--- src/rtl/isa_pkg.sv ---
// Shared ISA types for the fetch front end.
// The top-level fetch_queue honours the FETCH_BYPASS_EN macro (empty-queue bypass).
package isa_pkg;

    localparam int unsigned WORD_W = 32;

    typedef logic [WORD_W-1:0] word_t;

    typedef struct packed {
        word_t pc;
        word_t instr;
    } fetch_entry_t;

    localparam int unsigned FETCH_ENTRY_W = $bits(fetch_entry_t);

endpackage

--- src/rtl/fetch_fifo.sv ---
// Prefetch FIFO: storage, wrapping read/write pointers, occupancy and synchronous clear.
// Empty reads return zero so the head outputs are clean without extra masking.
module fetch_fifo #(
    parameter int unsigned WIDTH = 64,
    parameter int unsigned DEPTH = 4,
    parameter int unsigned CNT_W = $clog2(DEPTH + 1)
) (
    input  logic             CLK,
    input  logic             RST,
    input  logic             clear,
    input  logic             push,
    input  logic [WIDTH-1:0] wdata,
    input  logic             pop,
    output logic [WIDTH-1:0] rdata,
    output logic             empty,
    output logic             full,
    output logic [CNT_W-1:0] count
);

    localparam int unsigned PTR_W = (DEPTH > 1) ? $clog2(DEPTH) : 1;

    logic [WIDTH-1:0] mem [DEPTH];
    logic [PTR_W-1:0] wr_ptr_q;
    logic [PTR_W-1:0] rd_ptr_q;
    logic [CNT_W-1:0] count_q;
    logic             push_ok;
    logic             pop_ok;

    assign empty   = (count_q == '0);
    assign full    = (count_q == CNT_W'(DEPTH));
    assign count   = count_q;
    assign push_ok = push && !full && !clear;
    assign pop_ok  = pop && !empty && !clear;
    assign rdata   = empty ? '0 : mem[rd_ptr_q];

    always_ff @(posedge CLK or posedge RST) begin
        if (RST) begin
            wr_ptr_q <= '0;
            rd_ptr_q <= '0;
            count_q  <= '0;
        end else if (clear) begin
            wr_ptr_q <= '0;
            rd_ptr_q <= '0;
            count_q  <= '0;
        end else begin
            // DEPTH is a power of two, so pointers wrap by natural overflow.
            if (push_ok) begin
                wr_ptr_q <= wr_ptr_q + PTR_W'(1);
            end
            if (pop_ok) begin
                rd_ptr_q <= rd_ptr_q + PTR_W'(1);
            end
            unique case ({push_ok, pop_ok})
                2'b10:   count_q <= count_q + CNT_W'(1);
                2'b01:   count_q <= count_q - CNT_W'(1);
                default: count_q <= count_q;
            endcase
        end
    end

    always_ff @(posedge CLK) begin
        if (push_ok) begin
            mem[wr_ptr_q] <= wdata;
        end
    end

endmodule

--- src/rtl/fetch_queue.sv ---
// Instruction-fetch front end: fetch PC, push/pop qualification, redirect and a prefetch FIFO.
// Define FETCH_BYPASS_EN to forward a hit straight to decode when the queue is empty.
module fetch_queue
    import isa_pkg::*;
#(
    parameter int unsigned       DATA_W   = 32,
    parameter int unsigned       DEPTH    = 4,
    parameter logic [DATA_W-1:0] RESET_PC = '0,
    parameter int unsigned       CNT_W    = $clog2(DEPTH + 1)
) (
    input  logic              CLK,
    input  logic              RST,
    output logic              iren,
    output logic [DATA_W-1:0] imemaddr,
    input  logic              ihit,
    input  logic [DATA_W-1:0] imemload,
    input  logic [DATA_W-1:0] pc_prediction,
    input  logic              misprediction,
    input  logic [DATA_W-1:0] correct_pc,
    input  logic              flush,
    output logic              instr_valid,
    input  logic              instr_ready,
    output logic [DATA_W-1:0] instr,
    output logic [DATA_W-1:0] pc,
    output logic [CNT_W-1:0]  occupancy
);

    localparam int unsigned ENTRY_W = 2 * DATA_W;

    logic [DATA_W-1:0]  fetch_pc_q;
    logic [DATA_W-1:0]  fetch_pc_d;
    logic [ENTRY_W-1:0] head_entry;
    logic [ENTRY_W-1:0] tail_entry;
    logic               fifo_empty;
    logic               fifo_full;
    logic               clear;
    logic               push_req;
    logic               fifo_push;
    logic               fifo_pop;
    logic               bypass;

    assign clear    = misprediction || flush;
    assign iren     = !fifo_full && !RST;
    assign imemaddr = fetch_pc_q;
    assign push_req = iren && ihit && !clear;

`ifdef FETCH_BYPASS_EN
    assign bypass = push_req && fifo_empty && instr_ready;
`else
    assign bypass = 1'b0;
`endif

    assign fifo_push  = push_req && !bypass;
    assign fifo_pop   = !fifo_empty && instr_ready && !clear;
    assign tail_entry = {fetch_pc_q, imemload};

    fetch_fifo #(
        .WIDTH (ENTRY_W),
        .DEPTH (DEPTH),
        .CNT_W (CNT_W)
    ) u_fifo (
        .CLK   (CLK),
        .RST   (RST),
        .clear (clear),
        .push  (fifo_push),
        .wdata (tail_entry),
        .pop   (fifo_pop),
        .rdata (head_entry),
        .empty (fifo_empty),
        .full  (fifo_full),
        .count (occupancy)
    );

    always_comb begin
        instr_valid = !fifo_empty;
        pc          = head_entry[ENTRY_W-1:DATA_W];
        instr       = head_entry[DATA_W-1:0];
        if (bypass) begin
            instr_valid = 1'b1;
            pc          = fetch_pc_q;
            instr       = imemload;
        end
    end

    // Redirect beats everything; flush freezes the PC; otherwise advance only on an accepted hit.
    always_comb begin
        fetch_pc_d = fetch_pc_q;
        if (misprediction) begin
            fetch_pc_d = correct_pc;
        end else if (push_req) begin
            fetch_pc_d = pc_prediction;
        end
    end

    always_ff @(posedge CLK or posedge RST) begin
        if (RST) begin
            fetch_pc_q <= RESET_PC;
        end else begin
            fetch_pc_q <= fetch_pc_d;
        end
    end

endmodule
--- config.mk ---
export PLATFORM = sky130hd
export DESIGN_NAME = fetch_queue
export DESIGN_NICKNAME = d
export VERILOG_FILES = /design/src/rtl/isa_pkg.sv /design/src/rtl/fetch_fifo.sv /design/src/rtl/fetch_queue.sv
export SDC_FILE = /design/constraint.sdc
export NUM_CORES = 1
export LEC_CHECK = 0
export CORE_MARGIN = 1
export CORE_UTILIZATION = 35
export CTS_BUF_LIST = sky130_fd_sc_hd__clkbuf_16
export DETAILED_ROUTE_END_ITERATION = 8
export SETUP_SLACK_MARGIN = 0.4
export SLEW_MARGIN = 20
export SYNTH_ARGS = -nofsm -noshare
export SYNTH_HDL_FRONTEND = slang
export SYNTH_SLANG_ARGS = --single-unit
--- constraint.sdc ---
create_clock -name CLK -period 5.1 [get_ports CLK]
set_input_delay 1.02 -clock CLK [delete_from_list [all_inputs] [get_ports CLK]]
set_output_delay 1.02 -clock CLK [all_outputs]
set_load 0.05 [all_outputs]
== Yosys cells after proc, flatten, opt, wreduce, memory -nomap -nowiden ==
Memories as Yosys holds them, arrays and structs flattened.
Index checks and enable logic that the tools add are counted.

* Eq/ne operators: 3
* Muxes and demuxes: 11
* Reduce and logical (&&, ||, !) cells: 19
* $add $sub $neg: 4

{| class="wikitable"
|+ Operators by type and width
! kind !! number
|-
| two-way mux 32 bit || 2
|-
| two-way mux 64 bit || 1
|-
| logical AND 1 bit || 9
|-
| two-way mux 2 bit || 4
|-
| case mux 3 bit (2 select lines) || 1
|-
| nonzero test 2 bit || 3
|-
| adder 2 x 1 -> 2 bit, second input constant || 2
|-
| zero test 1 bit || 4
|-
| adder 3 x 1 -> 3 bit, second input constant || 1
|-
| equality test 3 bit, second input constant || 1
|-
| zero test 3 bit || 1
|-
| two-way mux 3 bit || 1
|-
| nonzero test 3 bit || 1
|-
| subtractor 3 x 1 -> 3 bit, second input constant || 1
|-
| equality test 2 x 1 -> 1 bit, second input constant || 1
|-
| equality test 2 bit, second input constant || 1
|-
| two-way mux 1 bit || 2
|-
| logical OR 1 bit || 1
|}

* Bits of input ports: 102
* Memory bits (writable): 256
* Register bits: 39
* Word-level logic and storage cells: 42
* Memories: 1

{| class="wikitable"
|+ Memory list
! memory !! depth !! bits a word !! rd ports !! clocked after Yosys merged registers in !! wr ports !! line !! text
|-
| u_fifo.mem || 4 || 64 || 1 || 0 || 1 || fetch_fifo.sv:22 || <nowiki>logic [WIDTH-1:0] mem [DEPTH];</nowiki>
|}

== Logic depth before layout (Yosys ltp) ==
* Word-level depth: 10
* Mapped depth: 8

== Modules after synthesis ==
Synthesis repeated with hierarchy kept, for this count alone.

* Cells, all modules: 582
* Area total of the unflattened synthesis: 12016.5 sq um

{| class="wikitable"
|+ By module, submodules not included
! module !! area an instance (sq um) !! cells each !! times used !! seq. area each (sq um)
|-
| fetch_fifo || 10219.8 || 470 || 1 || 7862.5
|-
| fetch_queue || 1796.7 || 112 || 1 || 800.8
|}

== Worst setup path after synthesis ==
Ideal clock, no wire load.

* Path type: input to register
* From: in RST
* To: mem u_fifo.mem[0][0] (enable)
* Cell stages on the path: 3
* Buffers on the path: 0
* Data arrival time: 3.086 ns
* Library setup time: 0.429 ns
* Slack: 1.585 ns
* Cell sequence: nand2b_1 -> nor2_1 -> and3_1

* Cells in the longest elaborated chain, start to end: 8

{| class="wikitable"
|+ RTL lines
! element !! line !! text
|-
| start, declared || fetch_queue.sv:12 || <nowiki>input logic RST,</nowiki>
|-
| zero test 1 bit (no line) || n/a ||
|-
| logical AND 1 bit || fetch_queue.sv:43 || <nowiki>assign iren = !fifo_full && !RST;</nowiki>
|-
| logical AND 1 bit (2 in a row) || fetch_queue.sv:45 || <nowiki>assign push_req = iren && ihit && !clear;</nowiki>
|-
| logical AND 1 bit (2 in a row) || fetch_fifo.sv:32 || <nowiki>assign push_ok = push && !full && !clear;</nowiki>
|-
| two-way mux 1 bit || fetch_fifo.sv:62 || <nowiki>if (push_ok) begin</nowiki>
|-
| two-way mux 1 bit (not written as such) || fetch_fifo.sv:63 || <nowiki>mem[wr_ptr_q] <= wdata;</nowiki>
|-
| end, declared || fetch_fifo.sv:22 ||
|}

Every way passes these cells.

== Worst setup path in the final report ==
* From: reg u_fifo.rd_ptr_q[0]
* To: out instr[17]

* Cells in the longest elaborated chain, start to end: 2

{| class="wikitable"
|+ RTL lines
! element !! line !! text
|-
| start, declared || fetch_fifo.sv:24 || <nowiki>logic [PTR_W-1:0] rd_ptr_q;</nowiki>
|-
| start signal, assigned || fetch_fifo.sv:51 || <nowiki>rd_ptr_q <= rd_ptr_q + PTR_W'(1);</nowiki>
|-
| memory (4 x 64 bit) || n/a ||
|-
| two-way mux 64 bit || fetch_fifo.sv:34 || <nowiki>assign rdata = empty ? '0 : mem[rd_ptr_q];</nowiki>
|-
| end, declared || fetch_queue.sv:23 || <nowiki>output logic [DATA_W-1:0] instr,</nowiki>
|}

Every way passes these cells.

==> qor.csv <==
metric;value;unit
status;complete, no violations;
die footprint;34000;µm²
Clk pin slew, worst setup/hold paths;0.06;ns
Synth area leaders;edfxtp_1 (66%), mux4_2 (12%), dfrtp_1 (8.4%), and2_1 (3.4%), mux2i_1 (2.8%);
first-pass GRT wire length;37100;µm
worst rel slew slack;30.1;%
DR iter-0 viols;265;
CP startpoint kind;flip-flop;
post-synth top area cell;edfxtp_1;
Core Box Area;32600;µm²
Fmax;245;MHz
initial antenna violation count;0;
Routed Antenna Nets;0;
crit path kind;flip-flop to output pin;
DRT Wirelength;23900;µm
grt total ovfl;0;
DP Worst Slack;1.39;ns
std cell rows;66;
Sequential Area;8670;µm²
hold buffers post-CTS;0;
critical path fanouts, max;18;
pwr dens;357;nW/µm²
worst endpoint required time;4.08;ns
RSZ-0062 raised after global routing;false;
PortBufs;202;
Yosys reg bits;295;
post-CTS sizing;0;
filler cell count;2827;
PnR Total Power;0.00545;W
count leader, synth;edfxtp_1;
setup tns final;0;ns
Synth warnings;0;
Critical Path AT;3.06;ns
share of layout cells above drive strength 1;15.5;%
root buffer cell;clkbuf_16;
area of the multi-input gates;2830;µm²
io pins;203;
VDD IR-drop max;161;µV
register area share after synthesis;74.4;%
fin worst setup slack;1.02;ns
Hold Crit Class;flip-flop to flip-flop;
DRT Pass-1 Iters;4;
Netlist cell types;38;
Clock Sinks;295;
CTS Buf Count;34;
synthesized instance count;604;
hold path depth;0;
hold_ws;0.550;ns
Diodes inserted;0;
setup slack, reg-to-reg;2.56;ns
area of the mapped netlist;11600;µm²
Max-Cap Viols;0;
clock latency on the worst-skew pair;0.50;ns
minimum clock period;4.08;ns
effective utilization at floorplan;35.7;%
Area Growth Syn to Fin;31.1;%
Post-synth top cells;edfxtp_1 (256), and2_1 (64), mux4_2 (64), dfrtp_1 (39), nand2_1 (36);
number of synthesized flops with an enable pin;256;
detail-routed via count per cell;4.72;
DRC;0;
Synth top area share;66.0;%
post-route clock period utilization;80.1;%
CTS Buffer Depth;3;
leakage power;5.01;nW
Post-CTS Repair Setup Buffers;0;
final-report setup violation count;0;
Fin. Hold Viols;0;
Die W;184;µm
Final GP Congestion;0.715;
TritonCTS clock tree;built;
DR WL/cell;18.6;µm
number of global-route vias before repair;6427;
die height;184;µm
Final Max Slew Viols;0;
R2R cell count;3;
Synth async-reset ratio;13.2;%
Post-Route Utilization;46.8;%
clock skew;0.0147;ns
CP Capture Type;output pin;
top_reg_cell synth;edfxtp_1;
DR vias;6065;
nets;924;
total track usage;14.5;%
post-synthesis net count;711;
hpwl dp;14000;µm
number of H-tree levels;2;
largest net degree at the start of global routing;66;
Mapped Avg Cell Area;19.3;µm²
Slew @ Worst Pin;1.05;ns
-- metrics by stage --
stage,std cells,area (µm²)
after global placement,1223,14200
after floorplan,604,11600
final,1285,15300
after global routing,1285,15300
after CTS,1285,15300
after detailed placement,1223,14200
-- cell usage in the layout (no fill, tap or decap), types with 3 or more instances in the layout --
cell type / instances
ha_1: 4
edfxtp_1: 256
buf_12: 3
nor2_1: 7
and3_4: 4
mux4_2: 64
o21ai_0: 5
clkinv_2: 6
mux2i_1: 33
clkinv_1: 6
clkdlybuf4s50_1: 201
o21ai_1: 30
inv_1: 12
nand2_1: 36
dfrtp_1: 37
a21oi_1: 3
clkbuf_16: 37
buf_4: 4
and2_1: 64
-- power by group --
group	total [W]	internal (W)	switching [W]	leakage, nW
registers	0.00273	0.00268	0.0000459	2.80
clock network	0.00231	0.00140	0.000909	0.574
logic	0.000415	0.000177	0.000239	1.64
total	0.00545	0.00426	0.00119	5.01
-- layout make-up --
class | count | area share [%]
Multi-Input combinational cell | 274 | 18.5
Sequential cell | 295 | 56.8
Timing Repair Buffer | 209 | 13.8
Clock inverter | 25 | 1.04
Tap cell | 442 | 3.63
Inverter | 3 | 0.0738
Clock buffer | 37 | 6.07
-- layer usage --
metal	part of all wire, %	global-route usage [%]
met1	44	19.4
met2	49	23.8
met3	5.0	2.87
met4	1.9	4.43
met5	0	0
-- critical path: stages (launching register included) --
cell	delay, ns
dfrtp_4	0.66
buf_4	0.43
mux4_2	0.58
and2_1	0.18
clkdlybuf4s50_1	0.69
-- logic make-up after synthesis --
family | count (synthesis) | share of synthesized area, %
AO/OA/AOI/OAI | 43 | 1.97
XOR/XNOR | 3 | 0.226
adder cells (fa/ha/maj) | 5 | 0.602
buffers and inverters | 35 | 1.46
flip-flops | 295 | 74.4
multiplexers | 98 | 15.3
AND/OR/NAND/NOR | 125 | 6.01
-- final timing paths --
check | from | to
max in group asynchronous | RST | u_fifo.rd_ptr_q[1]
worst min register to register | imemaddr[5] | u_fifo.mem[2][37]
min in group asynchronous | RST | imemaddr[23]
worst min-delay path | imemaddr[5] | u_fifo.mem[2][37]
worst max-delay path | u_fifo.rd_ptr_q[0] | instr[17]
worst max register to register | u_fifo.count[2] | u_fifo.mem[2][14]
-- state kept, by name, summed over array words and instances (netlist names) --
register / flops
u_fifo.rd_ptr_q: 2
u_fifo.wr_ptr_q: 2
u_fifo.mem: 256
imemaddr: 32
u_fifo.count: 3
No activity file was read; power rests on OpenSTA's default activity.
